**src/rtl/sw_cfg_responder.sv**
```systemverilog
// Switch-side config responder: captures one select, waits READ_DELAY cycles,
// then accesses the local register bank and returns a one-cycle ack (+ data/err).
module sw_cfg_responder #(
  parameter int W_WIDTH    = 8,
  parameter int NUM_REGS   = 8,
  parameter int READ_DELAY = 1,
  parameter int SW_ID      = 0
) (
  input  logic                          clk,
  input  logic                          rst_n,
  input  logic                          sel_en_in,
  input  logic                          wr_rd_s_in,
  input  logic [W_WIDTH-1:0]            addr_in,
  input  logic [W_WIDTH-1:0]            wr_data_in,
  output logic                          ack_out,
  output logic [W_WIDTH-1:0]            rd_data_out,
  output logic                          err_out,
  output logic                          busy_out,
  output logic [NUM_REGS*W_WIDTH-1:0]   cfg_regs_out
);

  localparam int                 CNT_W        = (READ_DELAY < 2) ? 1 : $clog2(READ_DELAY + 1);
  localparam logic [CNT_W-1:0]   CNT_LOAD     = CNT_W'(READ_DELAY);
  // One extra bit so NUM_REGS == 2^W_WIDTH still compares correctly.
  localparam logic [W_WIDTH:0]   NUM_REGS_EXT = (W_WIDTH + 1)'(NUM_REGS);
  localparam logic [W_WIDTH-1:0] ID_VAL       = W_WIDTH'(SW_ID);

  typedef enum logic [1:0] {
    S_IDLE,
    S_WAIT,
    S_ACK
  } state_t;

  state_t               state;
  state_t               state_nxt;
  logic [CNT_W-1:0]     cnt;
  logic [CNT_W-1:0]     cnt_nxt;
  logic                 capture;
  logic                 do_access;

  logic                 cap_wr;
  logic [W_WIDTH-1:0]   cap_addr;
  logic [W_WIDTH-1:0]   cap_data;

  logic [W_WIDTH-1:0]   regs [NUM_REGS];

  logic                 addr_ok;
  logic                 acc_err;
  logic                 acc_wr_ok;
  logic [W_WIDTH-1:0]   acc_rd;

  always_ff @(posedge clk) begin
    if (!rst_n) begin
      state <= S_IDLE;
      cnt   <= '0;
    end else begin
      state <= state_nxt;
      cnt   <= cnt_nxt;
    end
  end

  always_comb begin
    state_nxt = state;
    cnt_nxt   = cnt;
    capture   = 1'b0;
    do_access = 1'b0;
    case (state)
      S_IDLE: begin
        if (sel_en_in) begin
          capture   = 1'b1;
          cnt_nxt   = CNT_LOAD;
          state_nxt = S_WAIT;
        end
      end
      S_WAIT: begin
        if (cnt != '0) begin
          cnt_nxt = cnt - CNT_W'(1);
        end else begin
          do_access = 1'b1;
          state_nxt = S_ACK;
        end
      end
      S_ACK: begin
        state_nxt = S_IDLE;
      end
      default: begin
        state_nxt = S_IDLE;
      end
    endcase
  end

  assign busy_out = (state != S_IDLE);

  // Selects arriving outside IDLE never reach these registers.
  always_ff @(posedge clk) begin
    if (!rst_n) begin
      cap_wr   <= 1'b0;
      cap_addr <= '0;
      cap_data <= '0;
    end else if (capture) begin
      cap_wr   <= wr_rd_s_in;
      cap_addr <= addr_in;
      cap_data <= wr_data_in;
    end
  end

  always_comb begin
    addr_ok   = ({1'b0, cap_addr} < NUM_REGS_EXT);
    acc_wr_ok = cap_wr && addr_ok && (cap_addr != '0);
    acc_err   = !addr_ok || (cap_wr && (cap_addr == '0));
    acc_rd    = '0;
    if (!cap_wr && addr_ok) begin
      for (int i = 0; i < NUM_REGS; i++) begin
        if (cap_addr == W_WIDTH'(i)) begin
          acc_rd = regs[i];
        end
      end
    end
  end

  // rd_data_out stays zero outside the ack cycle so per-switch buses can be OR-ed.
  always_ff @(posedge clk) begin
    if (!rst_n) begin
      ack_out     <= 1'b0;
      err_out     <= 1'b0;
      rd_data_out <= '0;
    end else begin
      ack_out     <= do_access;
      err_out     <= do_access && acc_err;
      rd_data_out <= do_access ? acc_rd : '0;
    end
  end

  always_ff @(posedge clk) begin
    if (!rst_n) begin
      regs[0] <= ID_VAL;
      for (int i = 1; i < NUM_REGS; i++) begin
        regs[i] <= '0;
      end
    end else begin
      regs[0] <= ID_VAL;
      for (int i = 1; i < NUM_REGS; i++) begin
        if (do_access && acc_wr_ok && (cap_addr == W_WIDTH'(i))) begin
          regs[i] <= cap_data;
        end
      end
    end
  end

  for (genvar g = 0; g < NUM_REGS; g++) begin : g_flat
    assign cfg_regs_out[g*W_WIDTH +: W_WIDTH] = regs[g];
  end

endmodule

```
**config.mk**
```make
export PLATFORM = sky130hd
export DESIGN_NAME = sw_cfg_responder
export DESIGN_NICKNAME = d
export VERILOG_FILES = /design/src/rtl/sw_cfg_responder.sv
export SDC_FILE = /design/constraint.sdc
export NUM_CORES = 1
export LEC_CHECK = 0
export ABC_CLOCK_PERIOD_IN_PS = 2350
export BUFFER_PORTS_ARGS = -buffer_cell sky130_fd_sc_hd__buf_2
export CAP_MARGIN = 25
export CORE_MARGIN = 1.5
export CORE_UTILIZATION = 47
export CTS_CLUSTER_DIAMETER = 100
export DETAILED_ROUTE_END_ITERATION = 7
export GPL_ROUTABILITY_DRIVEN = 0
export GPL_TIMING_DRIVEN = 0
export PLACE_DENSITY_LB_ADDON = 0.05
export SLEW_MARGIN = 20
export SYNTH_ARGS = -nofsm -noshare
export SYNTH_HDL_FRONTEND = slang
export SYNTH_SLANG_ARGS = --single-unit
```
**constraint.sdc**
```tcl
create_clock -name clk -period 2.35 [get_ports clk]
set_clock_uncertainty 0.15 [all_clocks]
set_input_delay 0.235 -clock clk [delete_from_list [all_inputs] [get_ports clk]]
set_output_delay 0.235 -clock clk [all_outputs]
set_load 0.03 [all_outputs]
```
==> results <==
- The run finished with clean final reports.
- Setup repair after global routing left no endpoint under its margin.
- The row count is 31.
- The worst setup path is launched from a flop.
- The layout cell share with drive strength beyond 1 is 28.21%.
- Walking the worst path, the cells encountered are nand2b_1, clkbuf_1, o22ai_1, a2111oi_0.
- The areal power density over the cells is 703.2 nW/µm².
- 95 I/O pins were placed.
- For the pin with the worst max-slew slack, the measured transition is 0.9045 ns.
- After detailed routing, no signal wire sits above met4.
- The post-synthesis to final-layout area growth is 29.94%.
- The TritonCTS sink count is 86.
- The number of routed nets with antenna violations is 0.
- Leaving out fill and tap cells, the most frequent cell in the layout is buf_2.
- The worst hold path belongs to the class input port to flop.
- The global-route wire length before repair is 14460 µm.
- The number of hold violations in the final report is 0.
- The post-detailed-route DRC marker count is 0.
- Synthesis handed over a netlist of 343 instances.
- The maximum number of pins on one net before global-route repair is 15.
- The synthesized design devotes to its leading area cell type 46.63% of total area.
- The clock passes through at most 2 buffers.
- The top cell types in the final layout, fill and taps aside, are buf_2, nor2_1, edfxtp_1.
- The summed instance area of the synthesized netlist is 3606 µm².
- The CTS tree is done.
- The final cycle utilization of the critical path is 94.40%.
- The met1 layer wirelength in the final routing is 3940 µm.
- The floorplan step set the die width to 90.59 µm.
- The met2 wire length is 4472 µm.
- The HPWL reported at the end of detailed placement is 6510 µm.
- The via count of the first global-routing pass is 2877.
- STA puts the critical path data arrival time at 2.26 ns.
- Dividing the synthesized area by the synthesized cell count gives 10.51 µm².
- The post-layout net count is 483.
- Wire segments on met3 add up to 627 µm in the final route.
- IR analysis of the VDD net gives a maximum drop of 0.4835 mV.
- After routing the design area is 4686 µm².
- The total count of max-transition violations in the final report is 0.
- After global routing the overflow that remains totals 0.
- The floorplan core area is 7331 µm².
- The initial antenna violation count was 0.
- The floorplan die height is 90.59 µm.
- The required arrival time at the worst endpoint is 2.39 ns.
- Sorting the synthesized cells by area gives the leading types as edfxtp_1, dfxtp_1, nor2_1.
- The number of buffers inserted by port buffering is 85.
- The cell at the slowest stage of the critical path is a2111oi_0.
- The shortest period the worst path allows is 2.218 ns.
- The H-tree generated during clock tree synthesis spans 3 levels.
- The register-to-register setup slack is 0.13 ns.
- In this design, the stage delay of the slowest critical-path cell is 0.57 ns.
- In this run the worst path has a maximum fanout of 9.
- The library cell occupying the most area in the post-synthesis netlist is edfxtp_1.
- The leakage component of the power is 0.001940 µW.
- The clock edge transition at the registers on the reported setup and hold paths is 0.08 ns.
- Including well taps, the total number of placed cells is 534.
- STA classifies the critical path endpoint as a flop.
- The clock latency of the later-clocked register in the worst-skew pair is 0.35 ns.
- The flip-flop and latch count after synthesis is 86.
- The library cell used as clock root buffer is clkbuf_8.
- The cell area reported after detailed placement is 4184 µm².
- The critical path is of the flop to flop type.
- Dividing the detail-routed wire length by the instance count gives 16.33 µm.
- The post-route non-filler standard cell count is 567.
- The first-pass iteration count of the detailed router is 5.
- The area of the die is 8207 µm².
- After filler insertion, the fill cell instance count of the layout stands at 619.
- The DRC marker count from the first detailed-route iteration is 200.
- For this block, the routed nets add up to 9259 µm of wire.
- During synthesis, Yosys emitted a total of 0 warnings.
- The final number of setup-violating endpoints is 0.
- The global routing usage summed across all routing layers is 23.07%.
- The number of buffers inserted during clock tree synthesis is 9.
- The count of distinct cell types in the synthesized netlist is 28.
- The maximum clock rate is 0.4508 GHz.
- The sequential element share of the synthesized area is 63.29%.
- Headroom to the max-slew limit came out at 39.70%.
- In the routed layout, each cell is associated on average with a via count of 5.254.
- The initial utilization of the core area, before any placement, comes to 49.19%.
- The antenna cell count is 0.
- The max-cap violation count is 0.
- Across all layers, the routed design uses 2979 vias.
-- worst max-delay path: cells and delay by family, from the launching register on --
family / cells / cell delay (ns)
AOI/OAI and AO/OA: 2 / 0.75
buffers and inverters: 1 / 0.49
DFF: 1 / 0.52
and+or+nand+nor: 1 / 0.15
-- logic make-up (layout without fill, tap and decap cells) --
| group | Yosys count | in the layout | share of synthesized area [%] |
|---|---|---|---|
| AND/OR/NAND/NOR | 131 | 131 | 16.00 |
| flip-flops | 86 | 86 | 63.29 |
| AO/OA/AOI/OAI | 69 | 69 | 12.35 |
| buffers and inverters | 47 | 165 | 5.760 |
| multiplexers | 9 | 9 | 2.498 |
| other | 1 | 8 | 0.1040 |
-- area by class of cell --
type | count | area [µm²] | area share (%)
flip-flops and latches | 86 | 2282 | 48.71
repair buffers | 105 | 623.1 | 13.30
clock inverters | 2 | 35.03 | 0.7477
well taps | 99 | 123.9 | 2.644
plain buffers | 27 | 145.1 | 3.097
multi-input cells | 217 | 1217 | 25.98
clock buffers | 14 | 195.2 | 4.166
inverters | 17 | 63.81 | 1.362
-- what timing repair did --
item / CTS / global route
hold endpoints to repair: 14 / 0
gates resized for setup: 19 / 5
hold buffers: 14 / 0
endpoints found under the setup margin: 69 / 58
setup buffers: 4 / 2
pin swaps: 2 / 3
-- per-layer routing --
layer  GRT usage [%]  vias up
li1                -     1410
met1           30.13     1408
met2           37.84      142
met3           3.451       19
met4           10.58        0
met5               0        -
-- where the power goes --
part	leakage [µW]	internal, µW	switching [µW]
clock	0.000117	650	504
sequential	0.000822	1670	45.7
combinational	0.00100	139	286
total	0.00194	2460	835
-- worst paths after layout --
path / start / endpoint / depth (start not counted)
worst min register to register: cap_data[6] / cap_data[6] / 2
worst max register to register: cap_addr[0] / rd_data_out[1] / 4
worst max-delay path: cap_addr[0] / rd_data_out[1] / 4
worst min-delay path: wr_data_in[5] / cap_data[5] / 3
-- registers in the layout, summed over array words and instances (netlist names) --
name         flops
cap_addr         8
err_out          1
ack_out          1
cap_wr           1
regs            56
cnt              1
cap_data         8
rd_data_out      8
state            2
-- stage by stage --
step                      total power, µW  worst slack, ns  setup TNS, ns  hold slack (ns)  utilization, %
after floorplan                      2015          0.09589              0           0.2299               -
after global routing                 3390          0.06773              0          0.02720           63.92
after global placement               2136          -0.5227         -19.46           0.2978           57.07
final                                3295           0.1316              0         0.006097           63.92
after detailed placement             2142          -0.5384         -20.59           0.3020           57.07
after CTS                            3297         0.006992              0        0.0004761           63.65
-- cell usage after synthesis, drive strengths merged --
cell	instances
mux2i	9
nand2	49
nand2b	6
or2	2
conb	1
clkbuf	20
buf	10
and2	1
nor3b	3
or3b	1
nand3b	2
nor2	59
or4	1
o21ai	18
a2111oi	8
a21boi	18
o211a	1
dfxtp	30
a21oi	8
nand4b	2
nor4	1
nand3	2
nor2b	2
edfxtp	56
inv	17
o22ai	16
Note: power is estimated with default switching activity, not from simulation.
